===== config.mk =====
export PLATFORM = sky130hd
export DESIGN_NAME = jk_mod_counter
export DESIGN_NICKNAME = d
export VERILOG_FILES = /design/src/rtl/jk_pkg.sv /design/src/rtl/jk_cell.sv /design/src/rtl/jk_mod_counter.sv
export SDC_FILE = /design/constraint.sdc
export NUM_CORES = 1
export LEC_CHECK = 0
export BUFFER_PORTS_ARGS = -buffer_cell sky130_fd_sc_hd__buf_2
export CAP_MARGIN = 20
export CORE_ASPECT_RATIO = 1.1
export CORE_MARGIN = 2
export CORE_UTILIZATION = 47
export CTS_BUF_LIST = sky130_fd_sc_hd__clkbuf_8
export CTS_CLUSTER_SIZE = 16
export DETAILED_ROUTE_END_ITERATION = 7
export HOLD_SLACK_MARGIN = 0.02
export PLACE_DENSITY_LB_ADDON = 0.08
export SETUP_SLACK_MARGIN = 0.05
export SLEW_MARGIN = 20
export SYNTH_ARGS = -nofsm -noshare
export SYNTH_HDL_FRONTEND = slang
export SYNTH_SLANG_ARGS = --single-unit

===== constraint.sdc =====
create_clock -name clk -period 2.61 [get_ports clk]
set_clock_uncertainty 0.1 [all_clocks]
set_input_delay 0.1305 -clock clk [delete_from_list [all_inputs] [get_ports clk]]
set_output_delay 0.1305 -clock clk [all_outputs]
set_load 0.05 [all_outputs]

===== src/rtl/jk_pkg.sv =====
// Shared JK excitation codes and the next-count rule used by the JK modulo counter.
package jk_pkg;

   localparam logic [1:0] JK_HOLD = 2'b00;
   localparam logic [1:0] JK_RST  = 2'b01;
   localparam logic [1:0] JK_SET  = 2'b10;
   localparam logic [1:0] JK_TGL  = 2'b11;

   // Returns {J,K}; toggle is never produced so every transition is explicit.
   function automatic logic [1:0] jk_excite(input logic q, input logic q_next);
      logic [1:0] jk;
      jk = JK_HOLD;
      if (!q && q_next) begin
         jk = JK_SET;
      end else if (q && !q_next) begin
         jk = JK_RST;
      end
      return jk;
   endfunction

   // Out-of-range states fall to 0 (up) or modulus-1 (down) to self-recover.
   function automatic int unsigned next_count(input int unsigned q, input logic up,
                                              input int unsigned modulus);
      int unsigned nxt;
      if (up) begin
         nxt = (q >= modulus - 1) ? 0 : q + 1;
      end else begin
         nxt = (q == 0 || q >= modulus) ? modulus - 1 : q - 1;
      end
      return nxt;
   endfunction

endpackage


===== src/rtl/jk_cell.sv =====
// Single JK flip-flop with asynchronous active-low reset.
module jk_cell
   import jk_pkg::*;
(
   input  logic clk,
   input  logic rst_n,
   input  logic J,
   input  logic K,
   output logic Q
);

   logic r_q;

   always_ff @(posedge clk or negedge rst_n) begin
      if (!rst_n) begin
         r_q <= 1'b0;
      end else begin
         unique case ({J, K})
            JK_HOLD: r_q <= r_q;
            JK_RST:  r_q <= 1'b0;
            JK_SET:  r_q <= 1'b1;
            JK_TGL:  r_q <= ~r_q;
            default: r_q <= r_q;
         endcase
      end
   end

   assign Q = r_q;

endmodule


===== src/rtl/jk_mod_counter.sv =====
// Modulo-N up/down counter built on JK cells; this level only forms Q_next, the J/K
// excitation and the terminal count.
module jk_mod_counter
   import jk_pkg::*;
#(
   parameter int unsigned WIDTH   = 4,
   parameter int unsigned MODULUS = 10
) (
   input  logic               clk,
   input  logic               rst_n,
   input  logic               EN,
   input  logic               UP,
   input  logic               LOAD,
   input  logic [WIDTH-1:0]   D,
   output logic [WIDTH-1:0]   Q,
   output logic               TC,
   output logic [2*WIDTH-1:0] JK_OUT
);

   // Compares use WIDTH+1 bits so MODULUS == 2**WIDTH does not wrap.
   localparam logic [WIDTH:0]   LP_MOD = (WIDTH+1)'(MODULUS);
   localparam logic [WIDTH-1:0] LP_MAX = WIDTH'(MODULUS - 1);

   logic [WIDTH-1:0] w_q;
   logic [WIDTH-1:0] w_next;
   logic [WIDTH-1:0] w_j;
   logic [WIDTH-1:0] w_k;
   logic [WIDTH:0]   w_d_ext;
   logic [WIDTH:0]   w_q_ext;

   assign w_d_ext = {1'b0, D};
   assign w_q_ext = {1'b0, w_q};

   always_comb begin
      w_next = w_q;
      if (LOAD) begin
         w_next = (w_d_ext < LP_MOD) ? D : LP_MAX;
      end else if (EN) begin
         w_next = WIDTH'(next_count(32'(w_q_ext), UP, MODULUS));
      end
   end

   for (genvar i = 0; i < WIDTH; i++) begin : g_cell
      assign {w_j[i], w_k[i]} = jk_excite(w_q[i], w_next[i]);

      jk_cell u_cell (
         .clk   (clk),
         .rst_n (rst_n),
         .J     (w_j[i]),
         .K     (w_k[i]),
         .Q     (w_q[i])
      );
   end

   assign Q      = w_q;
   assign JK_OUT = {w_j, w_k};
   assign TC     = EN & ~LOAD & ((UP & (w_q == LP_MAX)) | (~UP & (w_q == '0)));

endmodule


## Word level (Yosys, flattened, before mapping)

Cells that the tools add are included.

- Add/sub/neg operators: 2
- $lt $le $gt $ge: 3
- Eq/ne operators: 13
- Multiplexer cells: 18
- Bitwise operators: 11
- Reduce and logical (&&, ||, !) cells: 23

Operators with widths:

| kind | number |
|---|---|
| 4-bit 2-to-1 mux | 6 |
| 2-bit == test, second input constant | 8 |
| 1-bit one-hot mux with 3 select lines | 4 |
| 2-bit by 1-bit == test with 1-bit output, second input constant | 4 |
| 4-bit greater-or-equal comparator, second input constant | 2 |
| 1-bit logical AND | 8 |
| 1-bit zero test | 8 |
| 2-bit zero test | 4 |
| 2-bit 2-to-1 mux | 4 |
| 1-bit inverter | 6 |
| 5-bit zero test | 1 |
| 4-bit by 1-bit adder with 4-bit output, second input constant | 1 |
| 1-bit bitwise AND | 4 |
| 4-bit == test, second input constant | 1 |
| 4-bit zero test | 1 |
| 4-bit less-than comparator, second input constant | 1 |
| 1-bit 2-to-1 mux | 4 |
| 4-bit by 1-bit subtractor with 4-bit output, second input constant | 1 |
| 1-bit logical OR | 1 |
| 1-bit OR | 1 |

- Register bits after elaboration: 4
- Input port bits: 9
- Output and inout bits: 13
- Word-level logic and storage cells: 74

## Longest topological paths before layout

Gate-level depths: netlist of the first run.

- Depth after elaboration: 12
- Depth in mapped cells: 8
- Mapped depth without buffers: 8

## Hierarchy

Synthesis of the first run repeated with hierarchy kept, for this count alone.

- Cells, all modules: 75
- Area, all modules: 563.0 sq um

By module, submodules not included:

| module | times used | cells an instance | area each (sq um) | sequential area each (sq um) |
|---|---|---|---|---|
| jk_mod_counter | 1 | 63 | 427.9 | 0.0 |
| jk_cell | 4 | 3 | 33.8 | 25.0 |

## Worst setup path after synthesis of the first run

OpenSTA, ideal clock, no wires.

- Kind: reg-to-reg
- Start: reg g_cell[0].u_cell.r_q
- End: reg g_cell[1].u_cell.r_q
- Setup time: 0.125 ns
- Arrival time: 2.275 ns
- Data required time: 2.385 ns
- Slack: 0.110 ns
- Stages on the path, launching flop included: 9
- Buffers on the path: 0
- Period minus slack after synthesis: 2.500 ns
- Cells stage by stage: dfrtp_1 -> inv_1 -> ha_1 -> or3_4 -> a2111oi_2 -> o21ai_1 -> o311ai_0 -> ha_1 -> mux2_2

- Longest elaborated chain between the ends: 12
- Elaborated cells between the ends (all ways): 21
- Those cells by class: add/sub: 2; order compare: 2; eq/ne: 3; mux: 8; reduce/logical: 6

RTL lines:

| item | line | source |
|---|---|---|
| start: declaration | jk_cell.sv:12 | `logic r_q;` |
| start signal: assignment | jk_cell.sv:19 | `JK_HOLD: r_q <= r_q;` |
| start signal: assignment | jk_cell.sv:22 | `JK_TGL: r_q <= ~r_q;` |
| start signal: assignment | jk_cell.sv:23 | `default: r_q <= r_q;` |
| 4-bit greater-or-equal comparator / 5-bit zero test (equally long branches) | jk_pkg.sv:28 | `nxt = (q == 0 \|\| q >= modulus) ? modulus - 1 : q - 1;` |
| 1-bit logical OR | jk_pkg.sv:28 |  |
| 4-bit 2-to-1 mux | jk_pkg.sv:28 |  |
| 4-bit 2-to-1 mux * | jk_pkg.sv:25 | `if (up) begin` |
| 4-bit 2-to-1 mux * | jk_mod_counter.sv:38 | `end else if (EN) begin` |
| 4-bit 2-to-1 mux * | jk_mod_counter.sv:36 | `if (LOAD) begin` |
| 1-bit zero test | jk_pkg.sv:15 | `end else if (q && !q_next) begin` |
| 1-bit logical AND | jk_pkg.sv:15 |  |
| 1-bit 2-to-1 mux | jk_pkg.sv:15 |  |
| 2-bit 2-to-1 mux * | jk_pkg.sv:13 | `if (!q && q_next) begin` |
| 2-bit == test / 2-bit by 1-bit == test with 1-bit output (equally long branches) | jk_cell.sv:18 | `unique case ({J, K})` |
| 1-bit one-hot mux with 3 select lines | jk_cell.sv:18 |  |
| end signal: assignment | jk_cell.sv:19 |  |
| end signal: assignment | jk_cell.sv:22 |  |
| end signal: assignment | jk_cell.sv:23 |  |
| end: declaration | jk_cell.sv:12 |  |

Every way passes the cells marked *; elsewhere a longest branch is shown, timed or not.
A chain may end at the register's enable or synchronous reset.

## Worst setup path after layout of the first run

- Start: reg g_cell[1].u_cell.r_q
- End: out JK_OUT[6]

- Longest elaborated chain between the ends: 8
- Elaborated cells between the ends (all ways): 13
- Those cells by class: add/sub: 2; order compare: 2; mux: 6; reduce/logical: 3

RTL lines:

| item | line | source |
|---|---|---|
| 4-bit greater-or-equal comparator / 5-bit zero test (equally long branches) | jk_pkg.sv:28 |  |
| 1-bit logical OR | jk_pkg.sv:28 |  |
| 4-bit 2-to-1 mux | jk_pkg.sv:28 |  |
| 4-bit 2-to-1 mux * | jk_pkg.sv:25 |  |
| 4-bit 2-to-1 mux * | jk_mod_counter.sv:38 |  |
| 4-bit 2-to-1 mux * | jk_mod_counter.sv:36 |  |
| 1-bit logical AND * | jk_pkg.sv:13 |  |
| 2-bit 2-to-1 mux * | jk_pkg.sv:13 |  |
| end: declaration | jk_mod_counter.sv:17 | `output logic [2*WIDTH-1:0] JK_OUT` |

Marks and branches as above.

==> results of run 1 <==
kinds of logic after synthesis:
| family | Yosys count | synth area share [%] |
|---|---|---|
| simple gates | 16 | 13.3 |
| mux | 4 | 6.21 |
| buf+inv | 22 | 18.8 |
| flops | 4 | 13.8 |
| compound gates | 25 | 25.5 |
| fa+ha+maj | 13 | 22.4 |
metrics by stage:
step / instance area (sq um) / std cells / hold WS (ps)
2_1_floorplan: 726 / 84 / -265
3_3_place_gp: 778 / 111 / -160
3_5_place_dp: 778 / 111 / -160
4_1_cts: 832 / 115 / 145
5_1_grt: 873 / 115 / 185
6_report: 873 / 115 / 160
placed cells by master (no fill, tap or decap), drive strengths merged:
| master | n |
|---|---|
| dfrtp | 4 |
| a22oi | 1 |
| o31ai | 1 |
| nand2 | 3 |
| a2111oi | 1 |
| o311a | 1 |
| o211ai | 1 |
| nor3b | 1 |
| nand2b | 2 |
| inv | 7 |
| nor2b | 1 |
| clkbuf | 3 |
| a31o | 1 |
| o21a | 2 |
| a31oi | 2 |
| o21ai | 6 |
| or3b | 1 |
| a21oi | 2 |
| and3 | 1 |
| o31a | 2 |
| or3 | 1 |
| nand3 | 2 |
| dlygate4sd3 | 1 |
| mux2 | 4 |
| and2 | 1 |
| nand4b | 1 |
| nor2 | 2 |
| buf | 26 |
| ha | 13 |
| o311ai | 3 |
| a32oi | 2 |
path summary, 6_finish.rpt:
path                                    startpoint                 end  cells after the start
worst max-delay path            g_cell[1].u_cell.Q           JK_OUT[6]                      8
worst min-delay path                         rst_n  g_cell[0].u_cell.Q                      2
worst max register to register  g_cell[0].u_cell.Q  g_cell[1].u_cell.Q                      9
worst min register to register  g_cell[1].u_cell.Q  g_cell[1].u_cell.Q                      1
max in group asynchronous                    rst_n  g_cell[3].u_cell.Q                      2
min in group clk                              D[3]  g_cell[3].u_cell.Q                      5
power by group through the flow:
stage,clock network [uW],registers (uW),logic [uW]
detailed placement,0,130,742
CTS,131,129,749
global placement,0,130,739
global route,132,139,874
floorplan,0,122,675
finish,127,132,799
metal layers:
layer | vias up | track usage (%) | routed length (microns)
met2 | 23 | 31.6 | 769
met3 | 2 | 0 | 83
met5 | - | 0 | 0
met4 | 0 | 7.74 | 17
met1 | 303 | 21.7 | 611
li1 | 328 | - | -
critical path, stage by stage (launching register included):
cell,delay [ps]
dfrtp_1,400
ha_1,200
or3_4,390
nand2b_1,80
o311ai_1,100
buf_4,180
o31ai_2,250
ha_2,230
buf_4,190
cell type report:
type / count / area, sq um
Inverter: 7 / 26.3
Clock buffer: 3 / 41.3
Timing Repair Buffer: 27 / 164
Multi-Input combinational cell: 58 / 522
Tap cell: 16 / 20.0
Sequential cell: 4 / 100
Fill cell: 128 / 528
what timing repair did:
item,in CTS,in global routing
endpoints found under the setup margin,1,8
endpoints found under the hold margin,4,0
hold buffers,1,0
gates resized for setup,1,13
pin swaps,0,2
==> results_dict.tcl, run 1 <==
set metrics [dict create \
    status "finished clean" \
    core_area_sq_mm 0.00140 \
    fin_ws_ps 142 \
    final_util_pct 62.3 \
    die_y_microns 45.2 \
    grt_pass1_wl_mm 2.53 \
    required_ps 2380 \
    clk_path_buf_depth 2 \
    hold_viol 0 \
    clock-sinks 4 \
    synth_nets 106 \
    synth-main-ff-cell "dfrtp_1" \
    power_leakage_uw 0.000420 \
    reg2reg_slack_ps 210 \
    startpoint_type "flop" \
    htreeDepth 1 \
    antenna_cells 0 \
    ys_seq_elements 4 \
    synth_top_area_cell "ha_1" \
    cts-root-buf "clkbuf_8" \
    power_switching_share_pct 54.2 \
    vias_per_cell 5.70 \
    pwr-share-clk_pct 12.0 \
    setup_tns_ps 0 \
    cap_violations 0 \
    maxSlewHeadroom_pct 70.5 \
    hold_class "primary input to async pin" \
    combPwrFrac_pct 75.5 \
    p_seq_share_pct 12.5 \
    final_layout_size_suffix_gt1_share_pct 43.4 \
    synth_edf_count 0 \
    post-route-min-period_ps 2470 \
    start_util_pct 51.8 \
    clk_pin_slew_worst_paths_ps 30 \
    synth.cell_area_sq_um 726 \
    via_count 656 \
    powerDensity_mw_per_mm2 1210 \
    row_count 14 \
    num-nets-final 123 \
    die_area_sq_mm 0.00187 \
    fin_crit_sh_pct 94.6 \
    drt-initial-drc-count 9 \
    internal_power_uw 485 \
    synthDistinctLibCells 35 \
    slew_violations 0 \
    clk-insertion-delay-late_ps 210 \
    portBuffers 21 \
    routedWlPerCell_microns 12.9 \
    ys_top_cells_by_area "ha_1, dfrtp_1, buf_4" \
    syn_inst 84 \
    max-vdd-ir-drop_uv 630 \
    fin_total_pwr_uw 1060 \
    critical_path.max_fanout 5 \
    synthTopCellsByCount "ha_1, buf_4, inv_1" \
    synth.most_common_cell "ha_1" \
    pre_cts_slack_ps 208 \
    crit_type "flop to output pin" \
    async_flop_share_pct 100 \
    antenna_left 0 \
    synthToLayoutAreaGrowth_pct 20.3 \
    track_usage_pct 17.3 \
    worstSetupEndpointType "output pin" \
    dp_hpwl_mm 1.17 \
    rsz0062_at_grt "true" \
    tritoncts "yes" \
    grt_max_degree 14 \
    synth.yosys.seq_area_share_pct 13.8 \
    post_cts_buffers 0 \
    yosysTopAreaCellShare_pct 22.4 \
    gp_congestion 0.803 \
    die_w_microns 41.5 \
    grt_pass1_vias 578 \
    yosys_warnings 0 \
    fmax_mhz 405 \
    setup_violations 0 \
    numCtsBuffers 3 \
    largest_reg_flops 4 \
    drc 0 \
    overflow 0 \
    firstDrtPassIters 4 \
    tightestPinTransition_ps 443 \
    io_pins 22 \
    routed_wl_mm 1.48 \
    avgSynthCellArea_sq_um 8.64 \
    crit_arrival_ps 2240 \
    power.switching_uw 574 \
    antenna_found_initial 0 \
]
(Power assumes the default switching activity.)
==> run 2: changes to the inputs <==
--- a/config.mk
+++ b/config.mk
@@ -5,11 +5,12 @@
 export SDC_FILE = /design/constraint.sdc
 export NUM_CORES = 1
 export LEC_CHECK = 0
+export ABC_AREA = 1
 export BUFFER_PORTS_ARGS = -buffer_cell sky130_fd_sc_hd__buf_2
 export CAP_MARGIN = 20
 export CORE_ASPECT_RATIO = 1.1
 export CORE_MARGIN = 2
-export CORE_UTILIZATION = 47
+export CORE_UTILIZATION = 30
 export CTS_BUF_LIST = sky130_fd_sc_hd__clkbuf_8
 export CTS_CLUSTER_SIZE = 16
 export DETAILED_ROUTE_END_ITERATION = 7
==> run 2 against run 1 <==
Effect of this change: worst hold slack lost 12 ps; synthesized area grew 2.1%; design area grew 0.29%; fmax grew 3.2%; register-to-register slack gained 300 ps; synthesized cell count grew 36%; largest cell class unchanged; die area grew 54%; first-iteration DRC count shrank 33%.
==> results_dict.tcl, run 2 <==
set metrics [dict create \
    die_y_microns 56.1 \
    final_layout_size_suffix_gt1_share_pct 29.0 \
    numCtsBuffers 3 \
    yosysTopAreaCellShare_pct 22.0 \
    routedWlPerCell_microns 10.7 \
    die_area_sq_mm 0.00288 \
    largest_reg_flops 4 \
    maxSlewHeadroom_pct 77.4 \
    grt_max_degree 10 \
    ys_top_cells_by_area "ha_1, dfrtp_1, buf_4" \
    slowest_delay_ps 450 \
    avgSynthCellArea_sq_um 6.50 \
    final_util_pct 38.1 \
    synthTopCellsByCount "nand2_1, inv_1, ha_1" \
    required_ps 2380 \
    via_count 732 \
    crit_chain "inv_1, ha_1, nand3b_2, nand2_1, nand3_1, nand3_1, nand2_1, o21ai_0, ha_1, buf_2" \
    critical_path.max_fanout 7 \
    status "finished clean" \
    row_count 18 \
    synthDistinctLibCells 23 \
    io_pins 22 \
    num-nets-final 155 \
    setup_violations 0 \
    final_common_cell "nand2_1" \
    crit_arrival_ps 2160 \
    antenna_cells 0 \
    clk-insertion-delay-late_ps 220 \
    synth.yosys.seq_area_share_pct 13.5 \
    clock-sinks 4 \
    synth.most_common_cell "nand2_1" \
    rsz0062_at_grt "false" \
    grt_pass1_vias 660 \
    postPlaceCellArea_sq_um 782 \
    cap_violations 0 \
    grt_pass1_wl_mm 2.76 \
    routed_wl_mm 1.72 \
    post-route-min-period_ps 2390 \
    synth.cell_area_sq_um 741 \
    die_w_microns 51.4 \
    hold_class "primary input to async pin" \
    firstDrtPassIters 4 \
    core_area_sq_mm 0.00230 \
    tritoncts "yes" \
    ys_seq_elements 4 \
    yosys_warnings 0 \
    start_util_pct 32.2 \
    vias_per_cell 4.55 \
    dp_hpwl_mm 1.35 \
    synthToLayoutAreaGrowth_pct 18.2 \
    finalInstanceArea_sq_um 876 \
    synth_top_area_cell "ha_1" \
    setup_tns_ps 0 \
    track_usage_pct 12.3 \
    synth_nets 136 \
    worst_path_max_delay_cell "dfrtp_1" \
    finalNonFillerCells 161 \
    gp_congestion 0.757 \
    async_flop_share_pct 100 \
    crit_type "flop to output pin" \
    fmax_mhz 418 \
    antenna_found_initial 0 \
    syn_inst 114 \
    drc 0 \
    slew_violations 0 \
    htreeDepth 1 \
    tightestPinTransition_ps 339 \
    startpoint_type "flop" \
    clk_pin_slew_worst_paths_ps 30 \
    clk_path_buf_depth 2 \
    portBuffers 21 \
    drt-initial-drc-count 6 \
    overflow 0 \
    final_cell_mix "nand2_1, buf_2, inv_1" \
    fin_crit_sh_pct 91.6 \
    synth_edf_count 0 \
    antenna_left 0 \
    cts-root-buf "clkbuf_8" \
    synth-main-ff-cell "dfrtp_1" \
    hold_viol 0 \
    worstSetupEndpointType "output pin" \
    placedCellCount 152 \
]
==> run 2: changes by cell type in the layout (fill, tap and decap cells not counted), moves of 3 or more <==
cell     previous run  this run
buf_2              18        21
a21oi_1             2        10
nand3_1             2         8
inv_1               5        15
nor2_1              2        12
nand2_1             3        22
mux2_2              4         0
o21ai_0             5         2
==> run 2: metal layers <==
metal,up-vias,track usage [%],routed length (microns)
met1,318,16.7,812
met4,0,0.752,0
met5,-,0,0
li1,386,-,-
met3,0,4.03,123
met2,28,19.6,779
==> run 2: area by class of cell <==
type                       instances  area (sq um)
inverter                          19          75.1
tap                               30          37.5
multi-input combinational         78           468
fill                             270          1420
sequential                         4           101
timing repair buffer              27           153
clock buffer                       3          41.3
==> run 2: cell families after synthesis <==
family                     count (synthesis)  synth area share, %
buffers and inverters                     32                 23.3
DFF                                        4                 13.5
adders and majority gates                 13                 22.0
AOI/OAI and AO/OA                         17                 12.8
and+or+nand+nor                           48                 28.4
==> run 2: worst paths after layout <==
check,from,end,slack (ps),cells past startpoint
setup / recovery,g_cell[1].u_cell.Q,JK_OUT[5],220,10
hold / removal,rst_n,g_cell[1].u_cell.Q,150,2
setup reg to reg,g_cell[1].u_cell.Q,g_cell[1].u_cell.Q,510,11
hold reg to reg,g_cell[2].u_cell.Q,g_cell[2].u_cell.Q,670,2
max in group asynchronous,rst_n,g_cell[0].u_cell.Q,2130,2
min in group clk,D[1],g_cell[1].u_cell.Q,350,5
==> run 2: through the flow <==
stage	worst slack [ps]	hold WS [ps]
3_3_place_gp	436	-162
4_1_cts	229	149
5_1_grt	63.9	163
3_5_place_dp	436	-160
6_report	219	148
2_1_floorplan	340	-265
==> run 2: repair_timing <==
action,4_1_cts,5_1_grt
endpoints found under the hold margin,4,0
endpoints found under the setup margin,0,5
setup buffers,0,5
hold buffers,1,0
resized for setup,0,2
==> run 2: critical path, delay by kind of cell, from the launching register on <==
kind,cells,cell delay (ps)
AND/OR/NAND/NOR,5,540
flip-flops,1,450
adder cells (fa/ha/maj),2,440
buffers and inverters,2,430
AO/OA/AOI/OAI,1,70
Power of run 2 is not shown: default switching activity piles up to over one toggle a cycle in this logic, so the estimate is an artifact.
